### config.mk
export PLATFORM = sky130hd
export DESIGN_NAME = ahb_lite_timer_slave_flat
export DESIGN_NICKNAME = d
export VERILOG_FILES = /design/src/rtl/ahb_lite_timer_slave_if.sv /design/src/rtl/ahb_lite_timer_slave.sv /design/src/flat_wrapper.sv
export SDC_FILE = /design/constraint.sdc
export NUM_CORES = 1
export LEC_CHECK = 0
export CORE_MARGIN = 5
export CORE_UTILIZATION = 54
export DETAILED_ROUTE_END_ITERATION = 8
export PLACE_DENSITY = 0.91
export SLEW_MARGIN = 5
export SYNTH_ARGS = -nofsm -noshare
export SYNTH_HDL_FRONTEND = slang
export SYNTH_SLANG_ARGS = --single-unit
### constraint.sdc
create_clock -name HCLK -period 8 [get_ports HCLK]
set_clock_uncertainty 0.1 [all_clocks]
set_input_delay 2.4 -clock HCLK [delete_from_list [all_inputs] [get_ports HCLK]]
set_output_delay 2.4 -clock HCLK [all_outputs]
set_load 0.02 [all_outputs]
### src/rtl/ahb_lite_timer_slave_if.sv
// AHB-Lite signal bundle between the bus fabric (master side) and the timer slave.
// HREADY is the bus-wide ready returned by the interconnect, so it travels master->slave.
interface ahb_lite_timer_slave_if;
  logic        HSEL;
  logic [31:0] HADDR;
  logic [1:0]  HTRANS;
  logic [2:0]  HSIZE;
  logic        HWRITE;
  logic [31:0] HWDATA;
  logic        HREADY;
  logic [31:0] HRDATA;
  logic        HREADYOUT;
  logic [1:0]  HRESP;

  modport master (
    output HSEL, HADDR, HTRANS, HSIZE, HWRITE, HWDATA, HREADY,
    input  HRDATA, HREADYOUT, HRESP
  );

  modport slave (
    input  HSEL, HADDR, HTRANS, HSIZE, HWRITE, HWDATA, HREADY,
    output HRDATA, HREADYOUT, HRESP
  );
endinterface

### src/rtl/ahb_lite_timer_slave.sv
// AHB-Lite timer slave: 32-bit down-counter with CTRL/LOAD/VALUE/INTSTAT registers,
// programmable OKAY wait states, two-cycle ERROR responses and a level interrupt.
module ahb_lite_timer_slave #(
  parameter int unsigned WAIT_STATES = 1,
  parameter logic [31:0] RESET_LOAD  = 32'h0000_0000
) (
  input  logic                  HCLK,
  input  logic                  HRESET,
  ahb_lite_timer_slave_if.slave bus,
  output logic                  TIMERINT
);
  localparam logic [1:0] RESP_OKAY  = 2'b00;
  localparam logic [1:0] RESP_ERROR = 2'b01;
  localparam logic [1:0] A_CTRL     = 2'd0;
  localparam logic [1:0] A_LOAD     = 2'd1;
  localparam logic [1:0] A_VALUE    = 2'd2;
  localparam logic [1:0] A_INTSTAT  = 2'd3;

  typedef enum logic [1:0] {S_IDLE, S_WAIT, S_ERR1, S_ERR2} state_t;

  state_t      state, state_nxt;
  logic        pend, pend_nxt;      // a legal transfer owns the current data phase
  logic [1:0]  wcnt, wcnt_nxt;
  logic [1:0]  addr_q;
  logic        write_q;
  logic [2:0]  ctrl;                // [0] EN, [1] INTEN, [2] AUTORELOAD
  logic [31:0] load, value;
  logic        intstat;
  logic        ready, take, done, wr_en, underflow;
  logic [1:0]  resp;
  logic        accept, illegal;
  logic        unused_bits;

  assign accept      = bus.HSEL & bus.HREADY & bus.HTRANS[1];
  assign illegal     = (bus.HSIZE != 3'b010) || (bus.HWRITE && (bus.HADDR[3:2] == A_VALUE));
  assign unused_bits = ^{bus.HADDR[31:4], bus.HADDR[1:0], bus.HTRANS[0]};

  always_comb begin
    // NOTE: every signal assigned here gets a default first so no path can infer a latch.
    state_nxt = state;
    pend_nxt  = pend;
    wcnt_nxt  = wcnt;
    ready     = 1'b1;
    resp      = RESP_OKAY;
    done      = 1'b0;
    take      = 1'b0;
    unique case (state)
      S_IDLE: done = pend;
      S_WAIT: begin
        ready = 1'b0;
        if (wcnt == 2'd0) state_nxt = S_IDLE;
        else              wcnt_nxt  = wcnt - 2'd1;
      end
      S_ERR1: begin
        ready     = 1'b0;
        resp      = RESP_ERROR;
        state_nxt = S_ERR2;
      end
      S_ERR2: begin
        resp      = RESP_ERROR;
        state_nxt = S_IDLE;
      end
    endcase
    // New address phases are only taken while this slave is ready, so the data
    // phase completing now can be followed immediately by the next one.
    if (ready) begin
      pend_nxt = 1'b0;
      take     = accept;
      if (accept) begin
        if (illegal) begin
          state_nxt = S_ERR1;
        end else begin
          pend_nxt = 1'b1;
          if (WAIT_STATES != 0) begin
            state_nxt = S_WAIT;
            wcnt_nxt  = 2'(WAIT_STATES - 1);
          end else begin
            state_nxt = S_IDLE;
          end
        end
      end
    end
  end

  always_ff @(posedge HCLK or posedge HRESET) begin
    // NOTE: sequential state uses non-blocking assignments so every flop samples pre-edge values.
    if (HRESET) begin
      state   <= S_IDLE;
      pend    <= 1'b0;
      wcnt    <= 2'd0;
      addr_q  <= A_CTRL;
      write_q <= 1'b0;
    end else begin
      state <= state_nxt;
      pend  <= pend_nxt;
      wcnt  <= wcnt_nxt;
      if (take) begin
        addr_q  <= bus.HADDR[3:2];
        write_q <= bus.HWRITE;
      end
    end
  end

  assign wr_en     = done & write_q;
  assign underflow = ctrl[0] && (value == 32'd0);

  // Bus writes are issued after the timer update, so a LOAD or CTRL write wins over
  // the same-cycle decrement/EN clear; the INTSTAT set, however, beats a clear-write.
  always_ff @(posedge HCLK or posedge HRESET) begin
    if (HRESET) begin
      ctrl    <= 3'b000;
      load    <= RESET_LOAD;
      value   <= RESET_LOAD;
      intstat <= 1'b0;
    end else begin
      if (ctrl[0]) begin
        if (value != 32'd0)  value   <= value - 32'd1;
        else if (ctrl[2])    value   <= load;
        else                 ctrl[0] <= 1'b0;
      end
      if (underflow)
        intstat <= 1'b1;
      else if (wr_en && (addr_q == A_INTSTAT) && bus.HWDATA[0])
        intstat <= 1'b0;
      if (wr_en) begin
        case (addr_q)
          A_CTRL: ctrl <= bus.HWDATA[2:0];
          A_LOAD: begin
            load  <= bus.HWDATA;
            value <= bus.HWDATA;
          end
          default: ;
        endcase
      end
    end
  end

  always_comb begin
    bus.HRDATA = 32'd0;
    if (done && !write_q) begin
      unique case (addr_q)
        A_CTRL:    bus.HRDATA = {29'd0, ctrl};
        A_LOAD:    bus.HRDATA = load;
        A_VALUE:   bus.HRDATA = value;
        A_INTSTAT: bus.HRDATA = {31'd0, intstat};
      endcase
    end
  end

  assign bus.HREADYOUT = ready;
  assign bus.HRESP     = resp;
  assign TIMERINT      = intstat & ctrl[1];
endmodule

### src/flat_wrapper.sv
// flat-port wrapper written by rule: the top's interface ports become plain ports
module ahb_lite_timer_slave_flat 
#(
  parameter int unsigned WAIT_STATES = 1,
  parameter logic [31:0] RESET_LOAD  = 32'h0000_0000
)
  (HCLK, HRESET, TIMERINT, bus_HSEL, bus_HADDR, bus_HTRANS, bus_HSIZE, bus_HWRITE, bus_HWDATA, bus_HREADY, bus_HRDATA, bus_HREADYOUT, bus_HRESP);
  ahb_lite_timer_slave_if bus_i ();
  input  logic HCLK;
  input  logic HRESET;
  output logic TIMERINT;
  input wire logic [$bits(bus_i.HSEL)-1:0] bus_HSEL;
  input wire logic [$bits(bus_i.HADDR)-1:0] bus_HADDR;
  input wire logic [$bits(bus_i.HTRANS)-1:0] bus_HTRANS;
  input wire logic [$bits(bus_i.HSIZE)-1:0] bus_HSIZE;
  input wire logic [$bits(bus_i.HWRITE)-1:0] bus_HWRITE;
  input wire logic [$bits(bus_i.HWDATA)-1:0] bus_HWDATA;
  input wire logic [$bits(bus_i.HREADY)-1:0] bus_HREADY;
  output wire logic [$bits(bus_i.HRDATA)-1:0] bus_HRDATA;
  output wire logic [$bits(bus_i.HREADYOUT)-1:0] bus_HREADYOUT;
  output wire logic [$bits(bus_i.HRESP)-1:0] bus_HRESP;
  assign bus_i.HSEL = bus_HSEL;
  assign bus_i.HADDR = bus_HADDR;
  assign bus_i.HTRANS = bus_HTRANS;
  assign bus_i.HSIZE = bus_HSIZE;
  assign bus_i.HWRITE = bus_HWRITE;
  assign bus_i.HWDATA = bus_HWDATA;
  assign bus_i.HREADY = bus_HREADY;
  assign bus_HRDATA = bus_i.HRDATA;
  assign bus_HREADYOUT = bus_i.HREADYOUT;
  assign bus_HRESP = bus_i.HRESP;
  ahb_lite_timer_slave #(.WAIT_STATES(WAIT_STATES), .RESET_LOAD(RESET_LOAD)) u_core (.HCLK(HCLK), .HRESET(HRESET), .bus(bus_i), .TIMERINT(TIMERINT));
endmodule
==> results of run 1 <==
synth_stat cells, drive strengths merged, types with 7 or more instances:
master and number:
nor4 10, nor2 75, o31ai 7, o21ai 26, buf 14, nand3 12
clkbuf 31, dfrtp 76, nand2 127, or3 8, inv 11, mux2 13
a31oi 7, a211oi 8, xnor2 8, a22oi 34, nor3 19, a21oi 18
nand4 11
stage by stage:
step	power, mW	setup slack, ps
3_5_place_dp	1.11	3080
3_3_place_gp	1.08	3120
4_1_cts	1.42	2680
6_report	1.43	2700
2_1_floorplan	0.957	3560
5_1_grt	1.51	2450
cell families (layout without fill, tap and decap cells):
family          after synthesis  after routing
other cells                   1              1
flops                        76             76
compound gates              141            141
buf+inv                      56            110
xor+xnor                      9              9
fa+ha+maj                     6              6
simple gates                301            301
mux                          20             20
report_power, final:
group | internal (mW) | switching (mW)
clock | 0.162 | 0.147
sequential | 0.468 | 0.130
combinational | 0.242 | 0.284
cell type report:
type / instances / area [sq um] / share of cell area
Timing Repair Buffer: 83 / 816 / 0.137
Inverter: 11 / 41.3 / 0.00693
Sequential cell: 76 / 1900 / 0.319
Clock buffer: 13 / 159 / 0.0267
Clock inverter: 3 / 45.0 / 0.00756
Multi-Input combinational cell: 478 / 2860 / 0.480
Tap cell: 111 / 139 / 0.0233
worst max-delay path, delay by kind of cell, from the launching register on:
kind | cells | cell delay [ps]
buf+inv | 3 | 1170
simple gates | 2 | 650
flops | 1 | 410
fa+ha+maj | 1 | 200
metal layers:
metal | track usage | vias to the layer above
li1 | - | 2284
met1 | 0.336 | 2379
met2 | 0.431 | 324
met3 | 0.0638 | 59
met4 | 0.102 | 0
met5 | 0 | -
sequential cells by signal, summed over array words and instances, names as in the netlist:
name,flops
u_core.write_q,1
u_core.pend,1
u_core.wcnt,2
u_core.state,2
u_core.value,32
u_core.intstat,1
u_core.addr_q,2
u_core.load,32
u_core.ctrl,3
placed cells by master (no fill, tap or decap), types with 5 or more instances in the layout:
cell type and count:
nand2_1 126, clkdlybuf4s50_1 77, dfrtp_1 76, nor2_1 74
a22oi_1 34, o21ai_0 24, a21oi_1 18, nor3_1 17
mux2_2 13, nand3_1 11, clkbuf_8 11, inv_1 10
nand4_1 9, or3_1 8, xnor2_1 8, a211oi_1 8
o31ai_1 7, a31oi_1 7, mux2i_1 6, ha_1 6
buf_4 6, and3_1 5, nor4_1 5
path summary, 6_finish.rpt:
check | from | to | slack, ps
worst max-delay path | u_core.state[0] | bus_HRDATA[31] | 2700
worst min register to register | u_core.load[26] | u_core.load[26] | 410
min in group asynchronous | HRESET | u_core.state[0] | 2540
worst min-delay path | u_core.load[26] | u_core.load[26] | 410
worst max register to register | u_core.value[11] | u_core.value[28] | 4640
max in group asynchronous | HRESET | u_core.value[19] | 4590
==> summary.txt, run 1 <==
Die
  – Die Footprint: around 11000 sq um
  – CORE AREA: 9150 sq um
  – I/O pins: 110
  – Die H: about 110 microns
  – Die extent in x: roughly 110 microns
  – # rows: 35
  – Starting Density: 0.546

Critical path
  – CP Data Arrival Time: between 2000 and 3000 ps
  – CP Max Fanout: 19
  – Critical-path top delay cell: clkdlybuf4s50_1
  – Worst Path Required: about 5500 ps
  – CP Class: register to output port
  – Crit-path cells: inv_1 > ha_1 > nand3b_1 > buf_4 > nor2_1 > clkdlybuf4s50_1
  – Crit path largest cell delay: roughly 640 ps
  – FF-to-FF path depth: 5
  – CP endpoint kind: output port
  – CP Launch Type: register

Power
  – IR drop worst, VDD: 163 uV
  – Leak: 2.36 nW
  – Power Dens Cells: 240 nW/um^2

Synth
  – Synth cell types: 70
  – Main combinational cell family by area after synthesis: simple AND/OR/NAND/NOR gates
  – Seq cells post-synth: between 70 and 80
  – Syn_nets: about 700
  – Xor/xnor share of the synthesized area: 0.0158
  – Synth Area in Simple Gates: 0.293
  – Post-Synth Adder-Cell Area: 0.0150
  – Post-synth EDFFs: 0
  – Post-synthesis sequential area ratio: 0.381
  – Synth Area in Compound Gates: 0.200
  – Post-synth top area share: 0.381
  – Synth Flop Type: dfrtp_1
  – Largest area contributor in the netlist: dfrtp_1
  – Mapped cell area: 5000 sq um
  – Mux share of post-synthesis cell area: 0.0458
  – Top area cells in the synthesized netlist: dfrtp_1 (38%), nand2_1 (9.5%), nor2_1 (5.6%), a22oi_1 (5.1%), mux2_2 (2.9%)
  – Gate Count Post-Synth: between 600 and 700
  – Async set-reset flop share out of synthesis: 1.00
  – Syn Area/Cell: a little over 8 sq um
  – Synth warn: 0

Timing
  – RSZ-0062 raised after global routing: no
  – Final-report max-slew violation count: 0
  – WHS: approximately 410 ps
  – Tightest Pin Transition: about 1100 ps
  – Final min period: 5300 ps
  – Fmax: 189 MHz
  – Sum Neg Setup Slack: 0 ps
  – Fin. Hold Viols: 0
  – Fin crit share: 0.663
  – # setup viols final: 0
  – Headroom to the max-slew limit: 0.261

Route
  – Initial DRC count: roughly 560
  – # DRC: 0
  – Metal3 WL: roughly 1.5 mm
  – First-pass iteration count of the detailed router: 9
  – Routed length on met2: a little under 7 mm
  – M1 wire length: 5.74 mm
  – Via count: a little over 5000
  – Post-DRT Antenna Nets: 0
  – Max layer used: met4
  – Post-Route WL: around 15 mm
  – Vias per cell: between 6 and 7
  – Wire per inst: roughly 19 microns

Placement
  – # placed instances: about 760
  – Dpl cell area: approximately 5800 sq um
  – PortBufs: 77
  – Post-DP HPWL: just under 10 mm
  – Placer Congestion: 0.971

Clock tree
  – Worst-path clk slew: ~90 ps
  – Clock Tree Root: clkbuf_8
  – CTS tree: built
  – Worst-Skew Late Latency: between 300 and 400 ps
  – TritonCTS Buffers: 9
  – Clock Path Buffers: 2
  – Htree depth: 3
  – Post-CTS Setup Inserts: 0
  – Hold Buf Count CTS: 0
  – CTS resizes: 0
  – Clock sink count: 76

Hold path
  – Min-Delay Path Class: register to register
  – Hold path cells: 2

Finish
  – Share of layout cells above drive strength 1: 0.0949
  – Fin area: slightly below 6000 sq um
  – Layout fillers: 734
  – Fin cells: between 700 and 800
  – Ant. Diodes: 0
  – Post-layout util: 0.651
  – Final nets: roughly 740
  – Area growth, synth to finish: 19.3%

Global routing
  – Vias in the first global route: just over 5000
  – GRT Total Usage: 0.263
  – Initial antenna violation count: 0
  – Congestion Overflow GR: 0
  – Pin count of the biggest net entering global routing: 77
  – First-pass GRT wire length: ~24 mm

Job
  – Max-cap check violation count: 0

Status
  – Outcome: completed
Note: power is estimated with default switching activity, not from simulation.
==> inputs of run 2 (changes only) <==
CORE_UTILIZATION = 52   (was 54)
PLACE_DENSITY = 0.88   (was 0.91)
clock period = 4.9 ns   (was 8 ns; I/O delays follow)
==> run 2 against run 1 <==
Compared with the run above:
- register-to-register slack got worse by 3200 ps
- global-route usage fell by 1.7 points
- hold slack improved by 2.8 ps
- worst setup slack got worse by 2000 ps
- via count fell by 0.38%
- combinational power rose by 62%
- critical path depth did not move
- non-clock buffer count rose by 2
- sequential share of layout area fell by 0.38 points
- wire length fell by 1.3%
- power rose by 68%
- critical path type unchanged
- die area rose by 3.5%
==> summary.txt, run 2 (synthesis gave the netlist of run 1 again) <==
Status
  – Outcome: completed

Critical path
  – Worst Path Required: 3330 ps (-2170 ps)
  – CP Data Arrival Time: 2630 ps (-170 ps)
  – Worst r2r src: u_core.value[11]
  – CP Class: register to output port
  – Flop2flop setup slack: 1480 ps (-3160 ps)
  – CP Buf/Inv Count: 3 (unchanged)
  – CP Launch Type: register
  – Crit-path leading delay family: buffers and inverters
  – Crit-path cells: inv_1 > ha_1 > nand3b_1 > buf_4 > nor2_1 > clkdlybuf4s50_1
  – R2r endpoint: u_core.value[23]
  – Critical-path top delay cell: clkdlybuf4s50_1
  – FF-to-FF path depth: 5 (unchanged)
  – CP Max Fanout: 21 (+2)
  – Crit path largest cell delay: 630 ps (about the same)
  – CP endpoint kind: output port

Clock tree
  – Clock Tree Root: clkbuf_8
  – Post-CTS Setup Inserts: 0 (unchanged)
  – Worst-Skew Late Latency: 360 ps (about the same)
  – CTS resizes: 0 (unchanged)
  – TritonCTS Buffers: 9 (unchanged)
  – Hold Buf Count CTS: 0 (unchanged)
  – Worst-path clk slew: 80 ps (about the same)
  – Clock sink count: 76 (unchanged)
  – Clock Path Buffers: 2 (unchanged)
  – CTS tree: built
  – Htree depth: 3 (unchanged)

Placement
  – Placer Congestion: 0.972 (+0.13%)
  – Place WS: 1100 ps (-1980 ps)
  – PortBufs: 77 (unchanged)
  – Post-DP HPWL: 9.89 mm (+1.3%)
  – # placed instances: 779 (+2.6%)

Die
  – CORE AREA: 9280 sq um (+1.4%)
  – Die H: 108 microns (+1.7%)
  – # rows: 35 (unchanged)
  – Die extent in x: 108 microns (+1.7%)
  – Starting Density: 0.538 (-0.00773)
  – Die Footprint: 11700 sq um (+3.5%)
  – I/O pins: 110 (unchanged)

Route
  – Initial DRC count: 573 (+1.6%)
  – Via count: 5027 (-0.38%)
  – First-pass iteration count of the detailed router: 5 (-4)
  – # DRC: 0 (unchanged)
  – Post-DRT Antenna Nets: 0 (unchanged)
  – Wire per inst: 18.2 microns (-3.6%)
  – Post-Route WL: 14.4 mm (-1.3%)
  – Vias per cell: 6.33 (-2.8%)

Finish
  – Most common cell after layout, fill and taps aside: nand2_1
  – Layout fillers: 764 (+4.1%)
  – FF/Latch Area: 1900 sq um (unchanged)
  – Area growth, synth to finish: 20.7%
  – Multi-input gate area: 2860 sq um (unchanged)
  – Share of layout cells above drive strength 1: 0.0992 (+0.00437)
  – Largest registers: u_core.load (32), u_core.value (32), u_core.ctrl (3)
  – Final nets: 741 (+0.27%)
  – Most frequent cells in the layout: nand2_1 (126), clkdlybuf4s50_1 (77), dfrtp_1 (76), nor2_1 (74), a22oi_1 (34)
  – Fin cells: 794 (+2.5%)
  – Ant. Diodes: 0 (unchanged)

Global routing
  – Congestion Overflow GR: 0 (unchanged)
  – Vias in the first global route: 4753 (-5.9%)
  – Pin count of the biggest net entering global routing: 36 (-53%)
  – GRT Total Usage: 0.246 (-0.0165)
  – Initial antenna violation count: 0 (unchanged)
  – First-pass GRT wire length: 23.1 mm (-4.7%)

Hold path
  – Min-Delay Path Class: register to register
  – Hold endpoint: u_core.load[4]
  – Hold path startpoint: u_core.load[4]
  – Hold path cells: 2 (unchanged)

Timing
  – Final-report max-slew violation count: 0 (unchanged)
  – Setup ws final: 700 ps (-2000 ps)
  – Fin crit share: 0.857
  – Fmax: 238 MHz
  – RSZ-0062 raised after global routing: no
  – Sum Neg Setup Slack: 0 ps (unchanged)
  – # setup viols final: 0 (unchanged)
  – Fin. Hold Viols: 0 (unchanged)
  – Headroom to the max-slew limit: 0.281 (+0.0204)
  – Tightest Pin Transition: 1070 ps (-36.5 ps)
  – Final min period: around 4200 ps

Power
  – Leak: 2.40 nW (+1.5%)
  – Power Dens Cells: 400 nW/um^2 (+66%)
  – Final Total Pwr: 2.41 mW (+68%)
  – IR drop worst, VDD: 233 uV (+43%)

Job
  – Max-cap check violation count: 0 (unchanged)
## run 2: cell count changes in the layout (fill, tap and decap cells not counted), sizes merged
cell | previous run | this run
clkbuf | 13 | 10
buf | 6 | 8
bufinv | 1 | 3
clkinv | 0 | 2
clkinvlp | 2 | 0
## run 2: routing by layer
metal | track usage | up-vias | share of wire
met5 | 0 | - | 0
met4 | 0.0920 | 0 | 0.022
met3 | 0.0609 | 40 | 0.090
met2 | 0.400 | 293 | 0.48
met1 | 0.319 | 2416 | 0.41
li1 | - | 2278 | -
## run 2: cell type report
class | instances | share of cell area
clock inverters | 5 | 0.0166
repair buffers | 85 | 0.138
multi-input cells | 478 | 0.474
well taps | 129 | 0.0268
flip-flops and latches | 76 | 0.315
clock buffers | 10 | 0.0228
inverters | 11 | 0.00685
## run 2: power breakdown
part,internal [mW],leakage (nW),switching (mW),total [mW]
clock network,0.348,0.122,0.238,0.586
logic,0.395,1.46,0.459,0.854
registers,0.765,0.811,0.207,0.971
## run 2: worst max path at each step
stage,start,end,cells past startpoint
after floorplan,HRESET,u_core.addr_q[0],1
after global placement,u_core.state[0],bus_HRDATA[0],6
after detailed placement,u_core.state[0],bus_HRDATA[7],6
after CTS,u_core.state[0],bus_HRDATA[7],6
after global routing,u_core.state[0],bus_HRDATA[1],6
final,u_core.state[0],bus_HRDATA[7],6
## run 2: through the flow
step                      cell area [sq um]  utilization  hold WS, ps
after floorplan                        5000            -          360
after global placement                 5790        0.624          377
after detailed placement               5790        0.624          394
after CTS                              6030        0.650          413
after global routing                   6030        0.650          433
final                                  6030        0.650          414
## run 2: worst register-to-register path, stage by stage (launching register included)
cell     delay (ps)
dfrtp_1         440
nor3_1          510
nand4_2         540
nor3_2         1010
nor2_2          290
a221o_1         410
==> inputs of run 3 (changes only) <==
--- a/config.mk
+++ b/config.mk
@@ -11,2 +11,3 @@
 export PLACE_DENSITY = 0.88
+export SKIP_CTS_REPAIR_TIMING = 1
 export SLEW_MARGIN = 5
--- a/constraint.sdc
+++ b/constraint.sdc
@@ -4,2 +4,2 @@
 set_output_delay 1.47 -clock HCLK [all_outputs]
-set_load 0.02 [all_outputs]
+set_load 0.1 [all_outputs]
==> run 3 against run 2 <==
Compared with the run above:
- clock power rose by 11%
- combinational power is 13% higher
- critical path type unchanged
- global-route usage rose by 1.0 points
- sequential share of layout area grew 0.24 points
- core utilization shrank 0.50 points
- critical path depth is 1 lower
- power is 7.6% higher
- via count rose by 1.2%
- wire length rose by 1.5%
- sequential cell count stayed put
- cell area fell by 0.77%
- register-to-register slack is essentially flat
==> summary.txt, run 3 (synthesis gave the netlist of run 1 again) <==
Route
  – Vias per cell: 6.41 (+1.2%)
  – Via count: 5088 (+1.2%)
  – Initial DRC count: 521 (-9.1%)
  – Max layer used: met4
  – # DRC: 0 (unchanged)
  – Routed length on met2: 6.99 mm (+0.33%)
  – M1 wire length: 5.83 mm (-0.31%)
  – Post-DRT Antenna Nets: 0 (unchanged)
  – Metal3 WL: 1.39 mm (+7.5%)
  – Wire per inst: 18.4 microns (+1.5%)
  – First-pass iteration count of the detailed router: 5 (unchanged)
  – Post-Route WL: 14.6 mm (+1.5%)

Hold path
  – Min-Delay Path Class: register to register
  – Hold path cells: 2 (unchanged)
  – Hold path startpoint: u_core.load[23]
  – Hold endpoint: u_core.load[23]

Placement
  – Post-DP HPWL: 9.96 mm (+0.72%)
  – Place WS: 1340 ps (+243 ps)
  – Placer Congestion: 0.977 (+0.49%)
  – PortBufs: 77 (unchanged)

Critical path
  – Crit path largest cell delay: 570 ps (-60 ps)
  – FF-to-FF path depth: 5 (unchanged)
  – R2r endpoint: u_core.value[28]
  – Most used cell, CP: buf_4
  – CP Launch Type: register
  – Crit-path leading delay family: simple AND/OR/NAND/NOR gates
  – Critical-path top delay cell: nor2b_2
  – Worst Path Required: 3330 ps (about the same)
  – CP Class: register to output port
  – Flop2flop setup slack: 1470 ps (about the same)
  – CP endpoint kind: output port
  – CP Data Arrival Time: 2390 ps (-240 ps)
  – CP Buf/Inv Count: 2 (-1)
  – CP Max Fanout: 18 (-14%)
  – Worst r2r src: u_core.value[6]
  – Crit-path cells: nor2b_2 > buf_4 > a22oi_1 > nor2_1 > buf_4

Die
  – Die Footprint: 11700 sq um (unchanged)
  – CORE AREA: 9280 sq um (unchanged)
  – Starting Density: 0.538 (unchanged)
  – Die H: 108 microns (unchanged)
  – Die extent in x: 108 microns (unchanged)
  – I/O pins: 110 (unchanged)
  – # rows: 35 (unchanged)

Clock tree
  – Htree depth: 3 (unchanged)
  – Clock sink count: 76 (unchanged)
  – Clock Path Buffers: 2 (unchanged)
  – Clock Tree Root: clkbuf_8
  – Worst-Skew Late Latency: 350 ps (about the same)
  – CTS tree: built
  – TritonCTS Buffers: 9 (unchanged)
  – Worst-path clk slew: 80 ps (about the same)

Finish
  – Most common cell after layout, fill and taps aside: nand2_1
  – Area growth, synth to finish: 19.8%
  – Layout fillers: 789 (+3.3%)
  – Share of layout cells above drive strength 1: 0.147 (+0.0481)
  – Largest registers: u_core.load (32), u_core.value (32), u_core.ctrl (3)
  – Ant. Diodes: 0 (unchanged)
  – Most frequent cells in the layout: nand2_1 (126), dfrtp_1 (76), nor2_1 (74), clkdlybuf4s50_1 (45), buf_4 (40)
  – Post-layout util: 0.645 (-0.00499)
  – Final nets: 741 (unchanged)

Global routing
  – Pin count of the biggest net entering global routing: 36 (unchanged)
  – Vias in the first global route: 4996 (+5.1%)
  – GRT Total Usage: 0.257 (+0.0105)
  – Initial antenna violation count: 0 (unchanged)
  – Congestion Overflow GR: 0 (unchanged)
  – First-pass GRT wire length: 24.1 mm (+4.2%)

Power
  – Leak: 2.48 nW (+3.3%)
  – Power Dens Cells: 433 nW/um^2 (+8.4%)
  – Final Total Pwr: 2.59 mW (+7.6%)
  – IR drop worst, VDD: 672 uV (+190%)

Timing
  – Final min period: 3960 ps (-235 ps)
  – Headroom to the max-slew limit: 0.287 (+0.00568)
  – # setup viols final: 0 (unchanged)
  – Final-report max-slew violation count: 0 (unchanged)
  – Sum Neg Setup Slack: 0 ps (unchanged)
  – Fin crit share: 0.809 (-0.0479)
  – Fmax: 252 MHz (+5.9%)
  – Fin. Hold Viols: 0 (unchanged)
  – Tightest Pin Transition: 1060 ps (-8.48 ps)
  – RSZ-0062 raised after global routing: no
  – Setup ws final: 935 ps (+235 ps)

Job
  – Max-cap check violation count: 0 (unchanged)

Status
  – Outcome: completed
-- run 3: where the power goes --
part	switching, mW	internal (mW)	leakage, nW
registers	0.210	0.765	0.811
clock network	0.236	0.415	0.136
logic	0.575	0.393	1.53
total	1.02	1.57	2.48
-- run 3: how the worst max path moves through the flow --
stage	start	to	slack, ps	cells after the start
floorplan	u_core.addr_q[0]	bus_HRDATA[19]	760	6
global placement	u_core.addr_q[1]	bus_HRDATA[30]	1360	5
detailed placement	u_core.state[0]	bus_HREADYOUT	1340	4
CTS	u_core.state[0]	bus_HREADYOUT	950	4
global route	u_core.state[0]	bus_HRDATA[0]	810	6
finish	u_core.addr_q[1]	bus_HRDATA[30]	940	5
-- run 3: layer usage --
layer | vias up | global-route usage
met5 | - | 0
li1 | 2282 | -
met2 | 320 | 0.426
met1 | 2449 | 0.326
met3 | 37 | 0.0537
met4 | 0 | 0.109
-- run 3: worst min-delay path, stage by stage (launching register included) --
cell     delay (ps)
dfrtp_1         370
nand2_1          60
nand2_1          60
-- run 3: area by class of cell --
type                    count  area, sq um  area share
clock buffers              11          151      0.0253
clock inverters             4          120      0.0201
inverters                  11         41.3     0.00690
multi-input cells         478         2860       0.478
flip-flops and latches     76         1900       0.318
well taps                 129          161      0.0270
repair buffers             85          751       0.125
-- run 3: per-stage QoR --
step | instance area (sq um) | instances | hold slack (ps)
6_report | 5990 | 794 | 413
5_1_grt | 5990 | 794 | 423
4_1_cts | 5990 | 794 | 408
3_5_place_dp | 5710 | 779 | 388
3_3_place_gp | 5710 | 779 | 376
2_1_floorplan | 5000 | 610 | 360
==> edit (flow settings as in run 2) <==
The 4 states of `state_t` get a one-hot encoding in 4 bits.
--- a/src/rtl/ahb_lite_timer_slave.sv
+++ b/src/rtl/ahb_lite_timer_slave.sv
@@ -17,5 +17,5 @@
   localparam logic [1:0] A_INTSTAT  = 2'd3;
 
-  typedef enum logic [1:0] {S_IDLE, S_WAIT, S_ERR1, S_ERR2} state_t;
+  typedef enum logic [3:0] {S_IDLE = 4'b0001, S_WAIT = 4'b0010, S_ERR1 = 4'b0100, S_ERR2 = 4'b1000} state_t;
 
   state_t      state, state_nxt;
Function: same outputs for any inputs over 4 cycles, from zero or initial values and one cycle with HRESET high; so few cycles prove little.
==> edit against run 2 <==
Setup slack lost 80 ps. Critical path depth fell by 1. Routed wire length fell by 0.26%. Total power is 7.6% lower. Fmax decreased by 1.9%. Design area shrank 2.4%. Sequential share of layout area increased by 1.7 points. Sequential power down 0.5%. Non-clock buffer count rose by 1. Sequential cell count up 2. Synthesized area down 2.5%. Largest power group unchanged. Highest routed layer unchanged.
==> edit: results (changes against run 2) <==
* Run status: finished, final reports clean
* Clock slew seen by the registers of the worst setup and hold paths at 90 ps
* Arrival @ worst endpoint at 2710 ps (+80 ps)
* Post-CTS setup repair buffer count at 0 (unchanged)
* Fraction of layout cells with a size suffix above 1 at 0.0763 (-0.0229)
* DP HPWL at 9550 um (-3.4%)
* Leakage power figure at 2.26 nW (-5.5%)
* Final hold slack at 401 ps (-13.2 ps)
* CTS Buffer Depth at 2 (unchanged)
* Number of antenna violations at the first check in global routing at 0 (unchanged)
* Proportion of synthesized chip area in sequential cells at 0.401 (+0.0203)
* Pin count of the biggest net entering global routing at 49 (+36%)
* Peak supply drop at 0.000206 V (-12%)
* Number of different library cells in the post-synthesis netlist at 60 (-14%)
* CTS Root Buffer Type: sky130_fd_sc_hd__clkbuf_8
* Top FF cell, synth: sky130_fd_sc_hd__dfrtp_1
* Biggest fanout along the worst timing path at 16 (-24%)
* Number of global-route vias before repair at 4806 (+1.1%)
* TritonCTS buffer count at 9 (unchanged)
* Antenna Cells at 0 (unchanged)
* FF-to-FF setup slack at 1880 ps (+400 ps)
* Registers with the highest flip-flop counts: u_core.load x32, u_core.value x32, u_core.state x4
* Number of levels in the clock H-tree at 3 (unchanged)
* Max-slew headroom at the worst pin at 0.461 (+0.180)
* Clock network latency to the later pin of the worst-skew pair at 360 ps (about the same)
* Violation count after the first detailed-routing iteration at 578 (+0.87%)
* Average detailed-routed wire length per instance at 18.8 um (+3.4%)
* Post-cts repair resize count at 0 (unchanged)
* Vias at 4975 (-1.0%)
* Global router's overall resource usage at 0.254 (+0.00748)
* Count of warnings emitted by yosys at 0 (unchanged)
* Commonest cells in the netlist: sky130_fd_sc_hd__nand2_1, sky130_fd_sc_hd__dfrtp_1, sky130_fd_sc_hd__nor2_1
* Weighted congestion at the end of routability-driven global placement at 0.899 (-7.6%)
* Buffers added on ports at 77 (unchanged)
* Number of nets in the layout at 726 (-2.0%)
* Share of synthesized flip-flops with an asynchronous set or reset at 1.00 (unchanged)
* Cell types occupying the most area after synthesis: sky130_fd_sc_hd__dfrtp_1, sky130_fd_sc_hd__nand2_1, sky130_fd_sc_hd__a22oi_1
* Wire length of the first global-routing pass at 23600 um (+2.0%)
* Nets in the synthesized netlist at 675 (-2.2%)
* Number of iterations in the first detailed-routing pass at 6 (+1)
==> edit: cell count changes in the layout (fill, tap and decap cells not counted), sizes merged, moves of 5 or more <==
cell,before,now
o21ai,26,47
nor4,10,18
mux2,13,6
nor2,75,56
and3,5,12
nand2,127,121
a31oi,7,14
nand3,12,18
xor2,1,6
==> edit: area by class of cell <==
type	instances	area, um^2
clock buffers	13	159
clock inverters	3	90.1
fillers	771	3310
inverters	9	33.8
multi-input cells	466	2670
flip-flops and latches	78	1950
well taps	111	139
repair buffers	86	838
==> edit: final timing paths <==
| path | cells after the start | to | startpoint |
|---|---|---|---|
| setup / recovery | 5 | bus_HRDATA[7] | u_core.state[0]$_DFF_PP1_ |
| hold / removal | 2 | u_core.load[3]$_DFFE_PP0P_ | u_core.load[3]$_DFFE_PP0P_ |
| setup reg to reg | 6 | u_core.value[6]$_DFF_PP0_ | u_core.state[0]$_DFF_PP1_ |
| hold reg to reg | 2 | u_core.load[3]$_DFFE_PP0P_ | u_core.load[3]$_DFFE_PP0P_ |
| max in group asynchronous | 3 | u_core.value[10]$_DFF_PP0_ | HRESET |
| min in group asynchronous | 2 | u_core.state[3]$_DFF_PP0_ | HRESET |
==> edit: worst max-delay path, stage by stage, from the launching register on <==
cell	delay (ps)
sky130_fd_sc_hd__dfstp_2	570
sky130_fd_sc_hd__nor4b_1	570
sky130_fd_sc_hd__nand3b_1	190
sky130_fd_sc_hd__buf_4	240
sky130_fd_sc_hd__nor2_1	150
sky130_fd_sc_hd__clkdlybuf4s50_1	620
==> edit: logic make-up (layout without fill, tap and decap cells) <==
| group | after synthesis | in the layout | synth area share |
|---|---|---|---|
| buffers and inverters | 55 | 111 | 0.0521 |
| adder cells (fa/ha/maj) | 2 | 2 | 0.00514 |
| XOR/XNOR | 10 | 10 | 0.0180 |
| AND/OR/NAND/NOR | 290 | 290 | 0.293 |
| other | 1 | 1 | 0.000770 |
| flip-flops | 78 | 78 | 0.401 |
| AO/OA/AOI/OAI | 153 | 153 | 0.206 |
| multiplexers | 10 | 10 | 0.0247 |
==> edit: through the flow <==
step / area, um^2 / cells / setup WS (ps)
final: 5880 / 766 / 620
after global routing: 5880 / 766 / 423
after CTS: 5880 / 766 / 629
after detailed placement: 5640 / 750 / 1050
after global placement: 5640 / 750 / 1130
after floorplan: 4870 / 599 / 1340
==> edit: per-layer routing <==
metal	vias to the layer above	share of wire	track usage	routed length, um
met5	-	0	0	0
met2	333	0.47	0.398	6810
met4	0	0.027	0.110	391
li1	2268	-	-	-
met1	2323	0.40	0.336	5760
met3	51	0.099	0.0608	1420
==> edit: power by group <==
part	switching, mW	internal [mW]	total [mW]
logic	0.338	0.312	0.650
registers	0.206	0.760	0.966
clock network	0.244	0.367	0.612
